`config.mk`:
```
export PLATFORM = sky130hd
export DESIGN_NAME = ysyx_25020037_lsu
export DESIGN_NICKNAME = d
export VERILOG_FILES = /design/src/rtl/ysyx_25020037_lsu_pkg.sv /design/src/rtl/ysyx_25020037_lsu_align.sv /design/src/rtl/ysyx_25020037_lsu.sv
export SDC_FILE = /design/constraint.sdc
export NUM_CORES = 1
export LEC_CHECK = 0
export BUFFER_PORTS_ARGS = -buffer_cell sky130_fd_sc_hd__buf_4
export CAP_MARGIN = 25
export CORE_ASPECT_RATIO = 0.7
export CORE_MARGIN = 10
export CORE_UTILIZATION = 50
export DETAILED_ROUTE_END_ITERATION = 8
export PLACE_DENSITY = 0.79
export RECOVER_POWER = 25
export SLEW_MARGIN = 10
export SYNTH_ARGS = -nofsm -noshare
export SYNTH_HDL_FRONTEND = slang
export SYNTH_SLANG_ARGS = --single-unit
```
`constraint.sdc`:
```
create_clock -name clk -period 7.35 [get_ports clk]
set_input_delay 0.735 -clock clk [delete_from_list [all_inputs] [get_ports clk]]
set_output_delay 0.735 -clock clk [all_outputs]
set_load 0.02 [all_outputs]
```
`src/rtl/ysyx_25020037_lsu_pkg.sv`:
```
// Shared definitions for the load/store unit: FSM states, access sizes, bus widths
// and the AXI response code that counts as success.
package ysyx_25020037_lsu_pkg;
  localparam int LSU_ADDR_W = 32;
  localparam int LSU_DATA_W = 32;
  localparam int LSU_PASS_W = 70;

  typedef enum logic [2:0] {
    S_IDLE,
    S_RD_ADDR,
    S_RD_DATA,
    S_WR_REQ,
    S_WR_RESP,
    S_OUT
  } lsu_state_e;

  localparam logic [1:0] SZ_B = 2'd0;
  localparam logic [1:0] SZ_H = 2'd1;
  localparam logic [1:0] SZ_W = 2'd2;

  localparam logic [1:0] RESP_OKAY = 2'b00;
endpackage

```
`src/rtl/ysyx_25020037_lsu_align.sv`:
```
// Byte-lane steering: store data/strobes toward the bus and load data
// extraction/extension from the bus. Purely combinational.
module ysyx_25020037_lsu_align
  import ysyx_25020037_lsu_pkg::*;
(
  input  logic [1:0]  mem_size,
  input  logic [1:0]  addr_lo,
  input  logic        load_unsigned,
  input  logic [31:0] store_data,
  input  logic [31:0] rdata,
  output logic [31:0] wdata,
  output logic [3:0]  wstrb,
  output logic [31:0] load_data
);
  logic [31:0] repl;
  logic [63:0] rot;
  logic [4:0]  sh;
  logic [31:0] rshift;

  always_comb begin
    sh = {addr_lo, 3'b000};
    case (mem_size)
      SZ_B: begin
        repl  = {4{store_data[7:0]}};
        wstrb = 4'b0001 << addr_lo;
      end
      SZ_H: begin
        repl  = {2{store_data[15:0]}};
        wstrb = 4'b0011 << addr_lo;
      end
      default: begin
        repl  = store_data;
        wstrb = 4'b1111 << addr_lo;
      end
    endcase
    // Rotate rather than shift so replicated lanes stay intact on every byte.
    rot   = {repl, repl} << sh;
    wdata = rot[63:32];

    rshift = rdata >> sh;
    case (mem_size)
      SZ_B:    load_data = load_unsigned ? {24'd0, rshift[7:0]}
                                         : {{24{rshift[7]}}, rshift[7:0]};
      SZ_H:    load_data = load_unsigned ? {16'd0, rshift[15:0]}
                                         : {{16{rshift[15]}}, rshift[15:0]};
      default: load_data = rshift;
    endcase
  end
endmodule

```
`src/rtl/ysyx_25020037_lsu.sv`:
```
// Load/store stage: one execute result per handshake, at most one AXI4-Lite access.
// Define LSU_ACCESS_FAULT_EN to report non-OKAY bus responses on lsu_fault.
module ysyx_25020037_lsu
  import ysyx_25020037_lsu_pkg::*;
#(
  parameter int PASS_W = LSU_PASS_W,
  parameter int ADDR_W = LSU_ADDR_W
) (
  input  logic              clk,
  input  logic              rst,
  input  logic              exu_valid,
  output logic              lsu_ready,
  input  logic              is_load,
  input  logic              is_store,
  input  logic [1:0]        mem_size,
  input  logic              load_unsigned,
  input  logic [31:0]       alu_result,
  input  logic [31:0]       store_data,
  input  logic [PASS_W-1:0] pass_in,
  output logic              lsu_valid,
  input  logic              wbu_ready,
  output logic [31:0]       lsu_result,
  output logic [PASS_W-1:0] pass_out,
  output logic              lsu_fault,
  output logic [ADDR_W-1:0] araddr,
  output logic              arvalid,
  input  logic              arready,
  input  logic [31:0]       rdata,
  input  logic [1:0]        rresp,
  input  logic              rvalid,
  output logic              rready,
  output logic [ADDR_W-1:0] awaddr,
  output logic              awvalid,
  input  logic              awready,
  output logic [31:0]       wdata,
  output logic [3:0]        wstrb,
  output logic              wvalid,
  input  logic              wready,
  input  logic [1:0]        bresp,
  input  logic              bvalid,
  output logic              bready
);
  lsu_state_e  state;
  logic [1:0]  size_q;
  logic [1:0]  addr_lo_q;
  logic        uns_q;
  logic [1:0]  al_size;
  logic [1:0]  al_addr;
  logic [31:0] al_wdata;
  logic [3:0]  al_wstrb;
  logic [31:0] al_load;
  logic        rd_err;
  logic        wr_err;

  assign lsu_ready = (state == S_IDLE);
  // Store lanes come from the live inputs at acceptance; load extraction uses latched fields.
  assign al_size = lsu_ready ? mem_size : size_q;
  assign al_addr = lsu_ready ? alu_result[1:0] : addr_lo_q;

`ifdef LSU_ACCESS_FAULT_EN
  assign rd_err = (rresp != RESP_OKAY);
  assign wr_err = (bresp != RESP_OKAY);
`else
  logic unused_resp;
  assign unused_resp = ^{rresp, bresp};
  assign rd_err = 1'b0;
  assign wr_err = 1'b0;
`endif

  ysyx_25020037_lsu_align u_align (
    .mem_size     (al_size),
    .addr_lo      (al_addr),
    .load_unsigned(uns_q),
    .store_data   (store_data),
    .rdata        (rdata),
    .wdata        (al_wdata),
    .wstrb        (al_wstrb),
    .load_data    (al_load)
  );

  always_ff @(posedge clk or posedge rst) begin
    if (rst) begin
      state      <= S_IDLE;
      size_q     <= SZ_B;
      addr_lo_q  <= 2'd0;
      uns_q      <= 1'b0;
      lsu_valid  <= 1'b0;
      lsu_result <= '0;
      pass_out   <= '0;
      lsu_fault  <= 1'b0;
      araddr     <= '0;
      arvalid    <= 1'b0;
      rready     <= 1'b0;
      awaddr     <= '0;
      awvalid    <= 1'b0;
      wdata      <= '0;
      wstrb      <= '0;
      wvalid     <= 1'b0;
      bready     <= 1'b0;
    end else begin
      case (state)
        S_IDLE: begin
          if (exu_valid) begin
            size_q     <= mem_size;
            addr_lo_q  <= alu_result[1:0];
            uns_q      <= load_unsigned;
            pass_out   <= pass_in;
            lsu_result <= alu_result;
            if (is_load) begin
              araddr  <= alu_result[ADDR_W-1:0];
              arvalid <= 1'b1;
              state   <= S_RD_ADDR;
            end else if (is_store) begin
              awaddr  <= alu_result[ADDR_W-1:0];
              wdata   <= al_wdata;
              wstrb   <= al_wstrb;
              awvalid <= 1'b1;
              wvalid  <= 1'b1;
              state   <= S_WR_REQ;
            end else begin
              lsu_valid <= 1'b1;
              state     <= S_OUT;
            end
          end
        end
        S_RD_ADDR: begin
          if (arready) begin
            arvalid <= 1'b0;
            rready  <= 1'b1;
            state   <= S_RD_DATA;
          end
        end
        S_RD_DATA: begin
          if (rvalid) begin
            rready    <= 1'b0;
            lsu_valid <= 1'b1;
            state     <= S_OUT;
            if (rd_err) begin
              lsu_fault  <= 1'b1;
              lsu_result <= 32'(araddr);
            end else begin
              lsu_result <= al_load;
            end
          end
        end
        S_WR_REQ: begin
          // Address and data channels retire independently, possibly in the same cycle.
          if (awready) awvalid <= 1'b0;
          if (wready)  wvalid  <= 1'b0;
          if ((!awvalid || awready) && (!wvalid || wready)) begin
            bready <= 1'b1;
            state  <= S_WR_RESP;
          end
        end
        S_WR_RESP: begin
          if (bvalid) begin
            bready    <= 1'b0;
            lsu_valid <= 1'b1;
            state     <= S_OUT;
            if (wr_err) begin
              lsu_fault  <= 1'b1;
              lsu_result <= 32'(awaddr);
            end
          end
        end
        S_OUT: begin
          if (wbu_ready) begin
            lsu_valid <= 1'b0;
            lsu_fault <= 1'b0;
            state     <= S_IDLE;
          end
        end
        default: state <= S_IDLE;
      endcase
    end
  end
endmodule

```
==> results.txt <==
* Worst path required time: ~8 ns
- Summed over all nets, the half-perimeter wirelength after detailed placement is 29120 um.
* Worst reg2reg path endpoint: araddr[20]
* Port-buffer cells: about 390
- Number of resized instances in the post-cts repair step: 0
- The clock arrives with 0.01660 ns of skew.
* Area delta synth->final: 35.77%
* Routed Antenna Nets: 0
* Synth Cell Area: about 0.011 sq mm
- Post-CTS Hold Buffers: 0
- Routed via count: ~9600
- The root buffer cell chosen for the clock tree is clkbuf_16.
* Antenna cell count: 0
- Critical register-to-register path startpoint: state[1]
- Entering global routing, the biggest net connects roughly 150 pins.
- The worst path meets setup with 3.011 ns of slack.
* CP Cell Sequence: clkbuf_1, clkinvlp_2, clkbuf_2, buf_4
- After filler insertion, the fill cell instance count of the layout stands at 1558.
* Family with the most delay on the worst path: buffers and inverters
- Seq/Total Area, Yosys: about half
- The synthesized design contains 0 enable-type register cells.
* Total power draw: 7.315 mW
* Buffer depth of the longest clock path: 3
* Routed wire length: just under 40000 um
- Worst slew margin: -91.86%
* Largest fanout on the critical path: approximately 120
- Hold violation total from the final report: 0
- Post-Syn Area per Cell: between 10 and 15 sq um
* Placer's final routability congestion estimate: just under 0.9
* Result of the run: finished, violations left
- Using the TritonRoute via totals, the vias-per-cell ratio works out to 5.873.
* Inserted Clock Buffers: 22
* Setup crit end kind: asynchronous set/reset pin
- Fraction of layout instances using a drive strength above 1: a little over two fifths
- Setup violation total in the final timing report: 0
* Startpoint of the most critical hold path: alu_result[12]
- The worst hold path passes through 3 cells.
- The layer flagged by global routing as most heavily used is met2.
* DRC violations left: 0
- The number of nets handed over by synthesis was 1173.
- Total buffers and inverters traversed by the critical path: 4
- Routed len/inst: around 24 um
- Die boundary width: around 190 um
- After routing, the total negative slack on setup checks comes to 0 ns.
- For this run, global-route usage on met3 was measured as a little under a tenth.
- Hold EP: awaddr[12]
* Global-route wire length before repair: 58550 um
- Portion of synthesized cell area occupied by the leading cell type: 51.29%
* Post-route non-filler standard cell count: about 1600
- Die outline height: 141.5 um
- For this design, the slowest cell found on the critical path is clkbuf_2.
- The pre-antenna-repair detailed-routing pass consisted of 6 iterations.
- Overflow left after global routing: 0
- The later pin in the worst-skew pair is clocked with a latency of just over 0.5 ns.
* Total power per unit cell area: around 510 mW/mm^2
- For this run, the number of Yosys warnings is 0.
- Across all register-to-register paths, the minimum setup slack is ~3.3 ns.
- Shortest clock period the worst path allows after layout: approximately 4.3 ns
* Violated checks: capacitance limit, slew limit
* Most frequently used flop master after synthesis: dfrtp_1
- RSZ-0062 raised after global routing: false
- Placed cells: approximately 1600
* Commonest non-fill, non-tap cell in the layout: buf_4
- Async S/R FF share, synth: between 90% and 100%
- The worst register-to-register path has a depth of 5.
- Leaving out fill and tap cells, the most frequent cells in the layout are buf_4 (389), dfrtp_1 (216), nand2_1 (162), mux2_2 (130), a21oi_1 (72).
- After technology mapping, the gate count stands at roughly 990.
- Clock transition at the registers of the reported paths: 0.07 ns
* Number of antenna violations at the first check in global routing: 0
- Data arrival time at the worst-slack endpoint: about 4.9 ns
- Floorplan row count: 44
* Slowest Stage Delay on Critical Path: 2.18 ns
- Critical setup path kind: input pin to asynchronous set/reset pin
- The initial utilization of the core area, before any placement, comes to between 50% and 60%.
- Die Area: about 0.027 sq mm
* Number of global-route vias before repair: around 9700
- IR analysis of the VDD net gives a maximum drop of 0.0003708 V.
* Cell type with the largest total area after synthesis: dfrtp_1
- For this run, the post-layout net count is ~1500.
- Achievable clock frequency: between 0.2 and 0.25 GHz
- Worst Tran Pin Value: approximately 2.9 ns
- H-tree lvl count: 1
- Class of the worst hold path: input pin to register
- In this run, distinct cell masters in the synthesized netlist total 62.
- Max-slew violation count: about 120
- After synthesis the netlist holds a flip-flop and latch count of 216.
- Dividing the final minimum period by the clock period gives approximately 60%.
- TritonCTS clock tree: done
- In this run the standard cell core region covers between 0.02 and 0.025 sq mm.
* Total cell area at the placement stage: 0.01356 sq mm
- After synthesis, the cell types taking the most area are dfrtp_1 (51%), mux2_2 (14%), nand2_1 (5.8%), a21oi_1 (3.4%), nor2_1 (2.4%).
* Routing usage on met1: around 33%
* Leakage: 6.752 nW
- Dpl ws: between 3 and 4 ns
* Number of placed I/O pins: approximately 390
- In the global route stage, met2 resource usage came out at between 40% and 50%.
- Clock tree sinks: approximately 220
* Max_cap viols: 2
- Startpoint type of the worst setup path: input pin
- Global routing used a little over a quarter of the available tracks across all layers.
- Drt initial violations: between 900 and 1000
* Final instance area: 0.01431 sq mm
- Post-CTS Repair Setup Buffers: 0
==> per-stage QoR <==
| stage | util, % | hold slack, ns |
|---|---|---|
| 4_1_cts | 69.16 | 0.4182 |
| 3_5_place_dp | 65.50 | 0.4635 |
| 2_1_floorplan | - | 0.5514 |
| 5_1_grt | 69.12 | 0.4327 |
| 3_3_place_gp | 65.50 | 0.4620 |
| 6_report | 69.12 | 0.4355 |
==> sequential cells by signal (all words and copies together) (netlist names), 2 cells and up <==
register / cells
araddr: 32
lsu_result: 32
size_q: 2
awaddr: 32
wstrb: 4
pass_out: 70
wdata: 32
addr_lo_q: 2
state: 3
==> area by class of cell <==
type                       count  area (sq um)  share of cell area (%)
inverter                      23         87.58                  0.6121
sequential                   216          5405                   37.78
multi-input combinational    678          4735                   33.09
clock inverter                11         150.1                   1.049
clock buffer                  29         606.8                   4.241
tap                          276         345.3                   2.413
timing repair buffer         400          2979                   20.82
==> worst max-delay path by stage <==
stage,startpoint,endpoint,slack [ns],cells past startpoint
final,rst,araddr[16],3.01,4
after global routing,rst,araddr[25],2.28,4
after CTS,state[1],araddr[20],3.30,5
after detailed placement,state[1],araddr[20],3.34,5
after global placement,state[1],araddr[20],3.45,5
after floorplan,rst,addr_lo_q[0],0.71,1
==> synthesized netlist by cell type (all sizes together) (4+ instances only) <==
cell type / count
nor4b: 6
inv: 22
o22ai: 7
o221ai: 18
a22oi: 10
nor2: 69
dfrtp: 216
mux2: 131
mux4: 9
a222oi: 4
nor3: 6
a21oi: 72
o2111ai: 4
a31oi: 27
clkbuf: 33
nand2b: 8
a221oi: 10
o211ai: 14
mux2i: 24
o21ai: 28
a41o: 4
a32oi: 6
nand2: 163
buf: 39
nand3: 22
==> routing by layer <==
| layer | up-vias | wire, um | part of all wire (%) |
|---|---|---|---|
| met5 | - | 0 | 0 |
| met4 | 0 | 1199 | 3.1 |
| met3 | 58 | 4128 | 11 |
| met2 | 508 | 18330 | 47 |
| met1 | 4759 | 15330 | 39 |
| li1 | 4266 | - | - |
==> kinds of logic after synthesis <==
group	count (synthesis)	synth area share, %
AND/OR/NAND/NOR	291	11.90
AO/OA/AOI/OAI	222	13.85
flip-flops	216	51.29
multiplexers	164	18.75
buffers and inverters	95	4.179
other	1	0.03558
==> worst reg2reg max path, stage by stage, from the launching register on <==
cell,delay [ns]
dfrtp_1,0.89
or3_1,0.82
clkinv_1,0.52
and2_4,0.46
nand2_2,0.81
mux2_2,0.48
==> power breakdown <==
group,switching [mW],total [mW],internal [mW]
Combinational,2.32,3.98,1.65
Clock,0.474,1.17,0.691
Sequential,0.398,2.17,1.78
(Power assumes the default switching activity.)
